## src/rtl/uart_rx_cfg.sv

```systemverilog
// UART receiver with run-time parity/stop-bit configuration, 3-sample majority
// voting per bit, a single-word holding register, overrun and break reporting.
module uart_rx_cfg #(
  parameter int CLKS_PER_BIT = 217,
  parameter int DATA_BITS    = 8
) (
  input  logic                 sys_clk,
  input  logic                 i_rst_l,
  input  logic                 i_rx_serial,
  input  logic [1:0]           i_parity_mode,
  input  logic                 i_two_stop,
  input  logic                 i_rx_ready,
  output logic [DATA_BITS-1:0] o_rx_data,
  output logic                 o_rx_valid,
  output logic                 o_parity_err,
  output logic                 o_frame_err,
  output logic                 o_overrun,
  output logic                 o_break
);

  localparam int CNT_W = $clog2(CLKS_PER_BIT);
  localparam int IDX_W = $clog2(DATA_BITS);
  localparam logic [CNT_W-1:0] C_LAST     = CNT_W'(CLKS_PER_BIT - 1);
  localparam logic [CNT_W-1:0] C_S0       = CNT_W'(CLKS_PER_BIT / 2 - 1);
  localparam logic [CNT_W-1:0] C_S1       = CNT_W'(CLKS_PER_BIT / 2);
  localparam logic [CNT_W-1:0] C_DEC      = CNT_W'(CLKS_PER_BIT / 2 + 1);
  localparam logic [IDX_W-1:0] C_IDX_LAST = IDX_W'(DATA_BITS - 1);

  typedef enum logic [2:0] {
    S_IDLE   = 3'd0,
    S_START  = 3'd1,
    S_DATA   = 3'd2,
    S_PARITY = 3'd3,
    S_STOP   = 3'd4,
    S_DONE   = 3'd5
  } state_t;

  logic                 r_rx_meta, r_rx_s;
  state_t               r_state;
  logic [CNT_W-1:0]     r_cnt;
  logic [IDX_W-1:0]     r_idx;
  logic                 r_armed;
  logic                 r_smp0, r_smp1;
  logic [DATA_BITS-1:0] r_shift;
  logic [1:0]           r_par_mode;
  logic                 r_two_stop;
  logic                 r_par_bit, r_perr, r_ferr;
  logic                 r_stop0, r_stop_last, r_stop_idx;
  logic [DATA_BITS-1:0] r_rx_data;
  logic                 r_rx_valid, r_parity_err, r_frame_err, r_overrun, r_break;

  logic w_bit, w_par_en, w_accept, w_is_break, w_bit_end, w_decide;

  assign w_bit      = (r_smp0 & r_smp1) | (r_smp0 & r_rx_s) | (r_smp1 & r_rx_s);
  assign w_par_en   = (r_par_mode == 2'b01) || (r_par_mode == 2'b10);
  assign w_accept   = r_rx_valid & i_rx_ready;
  assign w_bit_end  = (r_cnt == C_LAST);
  assign w_decide   = (r_cnt == C_DEC);
  assign w_is_break = (r_shift == '0) && (!w_par_en || !r_par_bit) && !r_stop0;

  // NOTE: synchronizer flops reset to 1 so a reset never looks like a start bit.
  always_ff @(posedge sys_clk or negedge i_rst_l) begin
    if (!i_rst_l) begin
      r_rx_meta <= 1'b1;
      r_rx_s    <= 1'b1;
    end else begin
      r_rx_meta <= i_rx_serial;
      r_rx_s    <= r_rx_meta;
    end
  end

  // NOTE: every state/output register uses <= so all of them update from the same pre-edge values.
  always_ff @(posedge sys_clk or negedge i_rst_l) begin
    if (!i_rst_l) begin
      r_state      <= S_IDLE;
      r_cnt        <= '0;
      r_idx        <= '0;
      r_armed      <= 1'b0;
      r_smp0       <= 1'b1;
      r_smp1       <= 1'b1;
      r_shift      <= '0;
      r_par_mode   <= 2'b00;
      r_two_stop   <= 1'b0;
      r_par_bit    <= 1'b0;
      r_perr       <= 1'b0;
      r_ferr       <= 1'b0;
      r_stop0      <= 1'b1;
      r_stop_last  <= 1'b1;
      r_stop_idx   <= 1'b0;
      r_rx_data    <= '0;
      r_rx_valid   <= 1'b0;
      r_parity_err <= 1'b0;
      r_frame_err  <= 1'b0;
      r_overrun    <= 1'b0;
      r_break      <= 1'b0;
    end else begin
      r_overrun <= 1'b0;
      r_break   <= 1'b0;
      if (w_accept) r_rx_valid <= 1'b0;
      if (r_cnt == C_S0) r_smp0 <= r_rx_s;
      if (r_cnt == C_S1) r_smp1 <= r_rx_s;

      case (r_state)
        S_IDLE: begin
          r_cnt <= '0;
          if (r_rx_s) begin
            r_armed <= 1'b1;
          end else if (r_armed) begin
            // This cycle is count 0 of the start bit; freeze the frame format now.
            r_state    <= S_START;
            r_cnt      <= CNT_W'(1);
            r_par_mode <= i_parity_mode;
            r_two_stop <= i_two_stop;
            r_idx      <= '0;
            r_stop_idx <= 1'b0;
            r_perr     <= 1'b0;
            r_ferr     <= 1'b0;
          end
        end

        S_START: begin
          r_cnt <= w_bit_end ? '0 : r_cnt + 1'b1;
          if (w_decide && w_bit) begin
            r_state <= S_IDLE;
            r_cnt   <= '0;
          end else if (w_bit_end) begin
            r_state <= S_DATA;
          end
        end

        S_DATA: begin
          r_cnt <= w_bit_end ? '0 : r_cnt + 1'b1;
          if (w_decide) r_shift <= {w_bit, r_shift[DATA_BITS-1:1]};
          if (w_bit_end) begin
            if (r_idx == C_IDX_LAST) r_state <= w_par_en ? S_PARITY : S_STOP;
            else                     r_idx   <= r_idx + 1'b1;
          end
        end

        S_PARITY: begin
          r_cnt <= w_bit_end ? '0 : r_cnt + 1'b1;
          if (w_decide) begin
            r_par_bit <= w_bit;
            r_perr    <= ((^r_shift) ^ w_bit) != (r_par_mode == 2'b10);
          end
          if (w_bit_end) r_state <= S_STOP;
        end

        S_STOP: begin
          r_cnt <= w_bit_end ? '0 : r_cnt + 1'b1;
          if (w_decide) begin
            if (!r_stop_idx) r_stop0 <= w_bit;
            if (!w_bit)      r_ferr  <= 1'b1;
            // Last stop sample ends the frame immediately.
            if (!r_two_stop || r_stop_idx) begin
              r_state     <= S_DONE;
              r_stop_last <= w_bit;
              r_cnt       <= '0;
            end
          end else if (w_bit_end) begin
            r_stop_idx <= 1'b1;
          end
        end

        S_DONE: begin
          r_state <= S_IDLE;
          r_cnt   <= '0;
          r_armed <= r_stop_last;
          if (w_is_break) begin
            r_break <= 1'b1;
          end else if (!r_rx_valid || i_rx_ready) begin
            r_rx_data    <= r_shift;
            r_parity_err <= r_perr;
            r_frame_err  <= r_ferr;
            r_rx_valid   <= 1'b1;
          end else begin
            r_overrun <= 1'b1;
          end
        end

        default: begin
          r_state <= S_IDLE;
          r_cnt   <= '0;
        end
      endcase
    end
  end

  assign o_rx_data    = r_rx_data;
  assign o_rx_valid   = r_rx_valid;
  assign o_parity_err = r_parity_err;
  assign o_frame_err  = r_frame_err;
  assign o_overrun    = r_overrun;
  assign o_break      = r_break;

endmodule

```

## config.mk

```make
export PLATFORM = sky130hd
export DESIGN_NAME = uart_rx_cfg
export DESIGN_NICKNAME = d
export VERILOG_FILES = /design/src/rtl/uart_rx_cfg.sv
export SDC_FILE = /design/constraint.sdc
export NUM_CORES = 1
export LEC_CHECK = 0
export ABC_AREA = 1
export BUFFER_PORTS_ARGS = -buffer_cell sky130_fd_sc_hd__buf_4
export CORE_UTILIZATION = 50
export CTS_CLUSTER_SIZE = 10
export DETAILED_ROUTE_END_ITERATION = 6
export PLACE_DENSITY = 0.74
export SETUP_SLACK_MARGIN = 0.1
export SYNTH_ARGS = -nofsm -noshare
export SYNTH_HDL_FRONTEND = slang
export SYNTH_SLANG_ARGS = --single-unit
```

## constraint.sdc

```tcl
create_clock -name sys_clk -period 1.6 [get_ports sys_clk]
set_input_delay 0.24 -clock sys_clk [delete_from_list [all_inputs] [get_ports sys_clk]]
set_output_delay 0.24 -clock sys_clk [all_outputs]
set_load 0.01 [all_outputs]
```

==> results.yml, run 1 <==
run_status:
  status: "finished clean"
routing:
  drc_errors: 0
  drt-total-wl_um: 5210
  drtPass1Iterations: 4
  first_iter_violations: 88
  vias_per_cell: 4.93
  vias: 1980
  post_drt_wl_per_cell_um: 13.0
  antenna_left: 0
timing:
  final_hold_viol_count: 0
  finalCritPeriodShare_pct: 97.8
  rsz0062_at_grt: "yes"
  fin_crit_ps: 1570
  maxSlewViolCount: 0
  setup_ws_ps: 34.7
  fin_hold_ws_ps: 40.7
  setup_viol: 0
  tightestPinTransition_ps: 596
  worst_slew_margin_rel_pct: 60.2
  max_freq_ghz: 0.639
  fin_skew_ps: 13.0
synthesis:
  synth_compound_area_share_pct: 9.10
  synth-seq-cells: 49
  synth-async-reset-ratio_pct: 100
  synth-xor-area-share_pct: 3.54
  synth_common_cells: "75 x nand2_1, 43 x dfrtp_1, 36 x inv_1"
  yosys_warnings: 0
  yosys-mux-area-fraction_pct: 0
  synth_adder_area_share_pct: 5.05
  synth-simple-area-share_pct: 25.4
  syn_inst: 279
  synth.yosys.seq_area_share_pct: 49.8
  synth_edf_count: 0
  synth_area_um2: 2480
  synth_most_common_cell: "nand2_1"
  synth_top_area_cell: "dfrtp_1"
  synth.avg_cell_area_um2: 8.88
  synth.distinct_cells: 28
  synth_top_family_by_area: "simple AND/OR/NAND/NOR gates"
  synth_nets: 296
  synth_area_leaders: "dfrtp_1 43%, nand2_1 11%, dfstp_2 6.4%, inv_1 5.5%, ha_1 5.1%"
  yosys_most_used_dff: "dfrtp_1"
  yosysTopAreaCellShare_pct: 43.5
global_routing:
  track_usage_pct: 19.6
  antenna_found_initial: 0
  overflow: 0
  grt_pass1_vias: 1849
  grt_pass1_wl_um: 7900
  grt_max_degree: 50
pwr:
  p_per_area_nw_per_um2: 1270
  finalPower_mw: 4.13
  p_leak_nw: 1.57
  vdd_ir_drop_max_v: 0.000834
critical_path:
  arrival_ps: 1770
  r2r-start: "r_par_mode[1]"
  critPathKind: "flip-flop to flip-flop"
  end_kind: "flip-flop"
  crit_chain: "ha_4, inv_4, nand2_2, nand4_1, nand2_2, nor2_4, buf_12, nand2_1, o21a_1"
  startpoint: "r_par_mode[1]"
  cpMostUsedCell: "nand2_2"
  required_ps: 1810
  worstSetupStartpointType: "flip-flop"
  slowest_stage: "dfrtp_1"
  cp_max_fo: 8
  slowest_delay_ps: 420
die:
  core_area_um2: 4750
  rows: 25
  io_pins: 20
  die_h_um: 72.4
  die_w_um: 72.4
  dieArea_um2: 5240
  start_util_pct: 52.1
clocking:
  cts_tree: "yes"
  cts_sinks: 49
  cts-htree-levels: 2
  clkLatencyLatePin_ps: 310
  clk_pin_slew_ps: 100
  numCtsBuffers: 5
  clockRootBuffer: "clkbuf_8"
  cts_buffer_depth: 2
layout:
  diodes: 0
  final_util_pct: 68.5
  area_growth_syn_to_layout_pct: 31.5
  fin_nets: 351
  fillers: 386
  drive_above_1_share_pct: 40.9
  design_area_um2: 3260
placement:
  gp_congestion: 0.807
  place_area_um2: 2790
  pre_cts_slack_ps: -31.7
  hpwl_um: 3390
  portBuffers: 19
run:
  maxCapViolCount: 0
hold_path:
  hp-start: "i_rx_serial"
  hold_path.class: "input pin to flip-flop"
-- cells by family (layout without fill, tap and decap cells) --
group	after synthesis	count (layout)
and+or+nand+nor	134	135
DFF	49	49
buffers and inverters	43	98
AOI/OAI and AO/OA	33	33
adders and majority gates	10	10
xor gates and xnor gates	10	10
-- repair_timing --
action                                 CTS  global route
hold buffers                             1             0
setup endpoints to repair               18            39
pin swaps                                6            24
endpoints found under the hold margin   43             0
cloned                                   0             2
gates resized for setup                  7            49
setup buffers                            5             8
-- worst max-delay path, delay by kind of cell, from the launching register on --
family | cells | cell delay [ps]
simple gates | 5 | 470
flops | 1 | 420
fa+ha+maj | 1 | 260
buf+inv | 2 | 200
compound gates | 1 | 90
-- routing by layer --
layer	global-route usage [%]	vias up	part of all wire (%)
met3	4.72	4	3.7
met5	0	-	0
li1	-	991	-
met2	34.1	38	54
met1	24.2	947	41
met4	5.45	0	0.79
-- report_power, final --
group | switching, mW | internal (mW)
Clock | 0.425 | 0.509
Combinational | 0.966 | 0.696
Sequential | 0.138 | 1.40
Total | 1.53 | 2.60
-- per-stage QoR --
stage	setup TNS, ps	instances
final	0	402
after global routing	-271	402
after CTS	0	392
after detailed placement	-83.9	378
after global placement	0	378
after floorplan	0	279
-- worst paths after layout --
kind	endpoint	slack, ps	depth (start not counted)
setup / recovery	o_rx_data[6]	30	9
hold / removal	r_rx_meta	40	1
setup reg to reg	o_rx_data[6]	30	9
hold reg to reg	r_rx_s	360	0
max in group asynchronous	r_state[0]	710	2
min in group asynchronous	o_rx_data[5]	470	2
-- cell usage in the layout (no fill, tap or decap), types with 2 or more instances in the layout --
cell	Yosys	routed
nand2_1	75	63
buf_4	0	44
dfrtp_1	43	43
inv_1	36	24
inv_2	5	16
nand2_2	6	15
nor2_1	19	11
nand3_1	15	11
o21a_1	9	9
o21ai_0	9	9
o21ai_2	8	8
xor2_1	8	7
nor2_4	2	7
nor2_2	4	7
ha_1	10	6
clkbuf_8	0	6
dfstp_2	6	6
nand4_1	5	5
nand2_4	1	5
nand3_2	0	4
nor3_4	3	3
ha_4	0	3
nor3_1	2	2
a21oi_2	1	2
a21oi_1	3	2
buf_12	0	2
-- registers in the layout, summed over array words and instances, names as in the netlist, 2 cells and up --
| register | count |
|---|---|
| o_rx_data | 8 |
| r_cnt | 8 |
| r_shift | 8 |
| r_idx | 3 |
| r_state | 3 |
| r_par_mode | 2 |
-- cell type report --
class                   count  area (um^2)  area share, %
multi-input cells         188         1250           38.3
flip-flops and latches     49         1230           37.9
well taps                  67         83.8           2.57
inverters                  41          156           4.80
clock inverters             2         37.5           1.15
clock buffers               6         82.6           2.54
repair buffers             49          417           12.8
No activity file was read; power rests on OpenSTA's default activity.
==> run 2, diff against run 1 <==
- ABC_AREA: 1 -> unset
- PLACE_DENSITY: 0.74 -> 0.75
==> run 2 against run 1 <==
Compared with the run above:
- the run now ends with setup timing left
- area after synthesis decreased by 2.5%
- global-route usage increased by 4.5 points
- clock skew decreased by 4.6 ps
- setup slack got worse by 270 ps
- largest power group unchanged
- highest routed layer unchanged
==> results.yml, run 2 <==
run_status:
  status: "finished with violations"
  violations: "setup timing"
routing:
  drtPass1Iterations: 4
  antenna_left: 0
  drc_errors: 0
  drt-total-wl_um: 5680
  first_iter_violations: 73
  post_drt_wl_per_cell_um: 16.1
  vias: 1900
  vias_per_cell: 5.40
clocking:
  cts_buffer_depth: 2
  cts_sinks: 49
  cts_tree: "yes"
  clk_pin_slew_ps: 90
  clkLatencyLatePin_ps: 300
  numCtsBuffers: 5
  clockRootBuffer: "clkbuf_8"
  cts-htree-levels: 2
placement:
  portBuffers: 19
  gp_congestion: 0.848
  hpwl_um: 3660
run:
  maxCapViolCount: 0
timing:
  tightestPinTransition_ps: 604
  worst_slew_margin_rel_pct: 59.7
  fin_skew_ps: 8.38
  maxSlewViolCount: 0
  final_hold_viol_count: 0
  finalCritPeriodShare_pct: 115
  rsz0062_at_grt: "yes"
  fin_tns_setup_ps: -3680
  fin_crit_ps: 1830
  max_freq_ghz: 0.545
  setup_ws_ps: -233
  setup_viol: 37
critical_path:
  r2r-start: "r_cnt[0]"
  critPathKind: "flip-flop to flip-flop"
  required_ps: 1790
  worstSetupEndpoint: "r_state[1]"
  end_kind: "flip-flop"
  cp_max_fo: 4
  r2r_setup_slack_ps: -230
  r2r-end: "r_state[1]"
  crit_chain: "inv_2, ha_4, nand4b_4, o31a_1, or3_4, o32a_1"
  slowest_delay_ps: 410
  slowest_stage: "dfrtp_1"
  arrival_ps: 2020
  startpoint: "r_cnt[0]"
  rr_worst_depth: 6
  worstSetupStartpointType: "flip-flop"
global_routing:
  overflow: 0
  grt_pass1_vias: 1984
  grt_max_degree: 50
  track_usage_pct: 24.0
  grt_pass1_wl_um: 9320
  antenna_found_initial: 0
synthesis:
  synth.avg_cell_area_um2: 11.5
  yosysTopAreaCellShare_pct: 44.6
  synth_top_area_cell: "dfrtp_1"
  synth-async-reset-ratio_pct: 100
  synth_common_cells: "43 x dfrtp_1, 18 x nor2_1, 17 x mux2_2"
  synth_nets: 227
  synth-seq-cells: 49
  synth_edf_count: 0
  yosys_most_used_dff: "dfrtp_1"
  synth_area_um2: 2410
  yosys_warnings: 0
  syn_inst: 210
  synth_most_common_cell: "dfrtp_1"
  synth_area_leaders: "dfrtp_1 45%, mux2_2 7.9%, dfstp_2 6.5%, ha_1 5.2%, mux2i_1 3.3%"
  synth.yosys.seq_area_share_pct: 51.1
  synth.distinct_cells: 48
die:
  io_pins: 20
  start_util_pct: 53.6
  die_w_um: 71.5
  dieArea_um2: 5110
  core_area_um2: 4500
  die_h_um: 71.5
  rows: 24
hold_path:
  hold_path.class: "input pin to flip-flop"
layout:
  layout_common_cells: "81 x buf_4, 43 x dfrtp_1, 15 x nor2_1, 15 x mux2_4, 13 x nand2_1"
  final_common_cell: "buf_4"
  fin_nets: 316
  area_growth_syn_to_layout_pct: 45.6
  diodes: 0
  drive_above_1_share_pct: 55.3
pwr:
  swShare_pct: 34.5
  p_seq_share_pct: 36.6
  switchingPower_mw: 1.42
  p_per_area_nw_per_um2: 1170
  p_comb_share_pct: 45.7
  p_leak_nw: 1.64
  vdd_ir_drop_max_v: 0.000884
  internal-power_mw: 2.70
  p_clk_share_pct: 17.6
  finalPower_mw: 4.12
-- run 2: power by group through the flow --
| stage | registers, mW | clock network, mW | logic (mW) |
|---|---|---|---|
| floorplan | 1.48 | 0 | 0.937 |
| global placement | 1.51 | 0 | 1.44 |
| detailed placement | 1.52 | 0 | 1.48 |
| CTS | 1.50 | 0.743 | 1.71 |
| global route | 1.53 | 0.789 | 2.02 |
| finish | 1.51 | 0.727 | 1.88 |
-- run 2: stage by stage --
stage | util [%] | area, um^2 | hold slack, ps | setup slack [ps] | std cells
2_1_floorplan | - | 2570 | -55.6 | -242 | 210
3_3_place_gp | 69.0 | 3110 | 290 | -256 | 324
3_5_place_dp | 69.0 | 3110 | 293 | -292 | 324
4_1_cts | 76.5 | 3450 | 36.9 | -230 | 350
5_1_grt | 78.0 | 3510 | 27.5 | -306 | 352
6_report | 78.0 | 3510 | 41.4 | -233 | 352
-- run 2: worst min-delay path by stage --
stage	depth (start not counted)	slack, ps	to	start
after floorplan	0	-60	o_break	i_rst_l
after CTS	1	40	r_rx_meta	i_rx_serial
after global routing	1	30	r_rx_meta	i_rx_serial
final	1	40	r_rx_meta	i_rx_serial
after global placement	1	290	o_parity_err	i_rst_l
after detailed placement	1	290	o_rx_data[7]	i_rst_l
-- run 2: layout make-up --
type	instances	area, um^2
Multi-Input combinational cell	140	1360
Sequential cell	49	1230
Fill cell	274	990
Timing Repair Buffer	90	717
Clock buffer	6	72.6
Tap cell	52	65.1
Inverter	13	48.8
Clock inverter	2	15.0
-- run 2: layer usage --
| layer | vias up | part of all wire, % | track usage, % |
|---|---|---|---|
| met5 | - | 0 | 0 |
| met4 | 0 | 1.4 | 7.19 |
| met3 | 8 | 2.6 | 4.64 |
| met2 | 30 | 56 | 45.2 |
| met1 | 949 | 40 | 27.7 |
| li1 | 913 | - | - |
-- run 2: cells by family (layout without fill, tap and decap cells) --
logic type,after synthesis,count (layout),synth area share (%)
compound gates,23,23,7.62
xor+xnor,11,11,3.99
fa+ha+maj,11,11,5.65
buf+inv,21,111,3.53
flops,49,49,51.1
mux,26,26,11.7
simple gates,69,69,16.4
-- run 2: critical path, delay by kind of cell (launching register included) --
family / cells / cell delay, ps
AO/OA/AOI/OAI: 2 / 570
AND/OR/NAND/NOR: 2 / 500
flip-flops: 1 / 410
adder cells (fa/ha/maj): 1 / 150
buffers and inverters: 1 / 90
-- run 2: what timing repair did --
| action | CTS | global route |
|---|---|---|
| hold buffers | 1 | 0 |
| endpoints found under the hold margin | 43 | 0 |
| pin swaps | 17 | 10 |
| gates resized for setup | 32 | 12 |
| setup buffers | 17 | 2 |
| gates cloned | 1 | 0 |
| setup endpoints to repair | 40 | 41 |
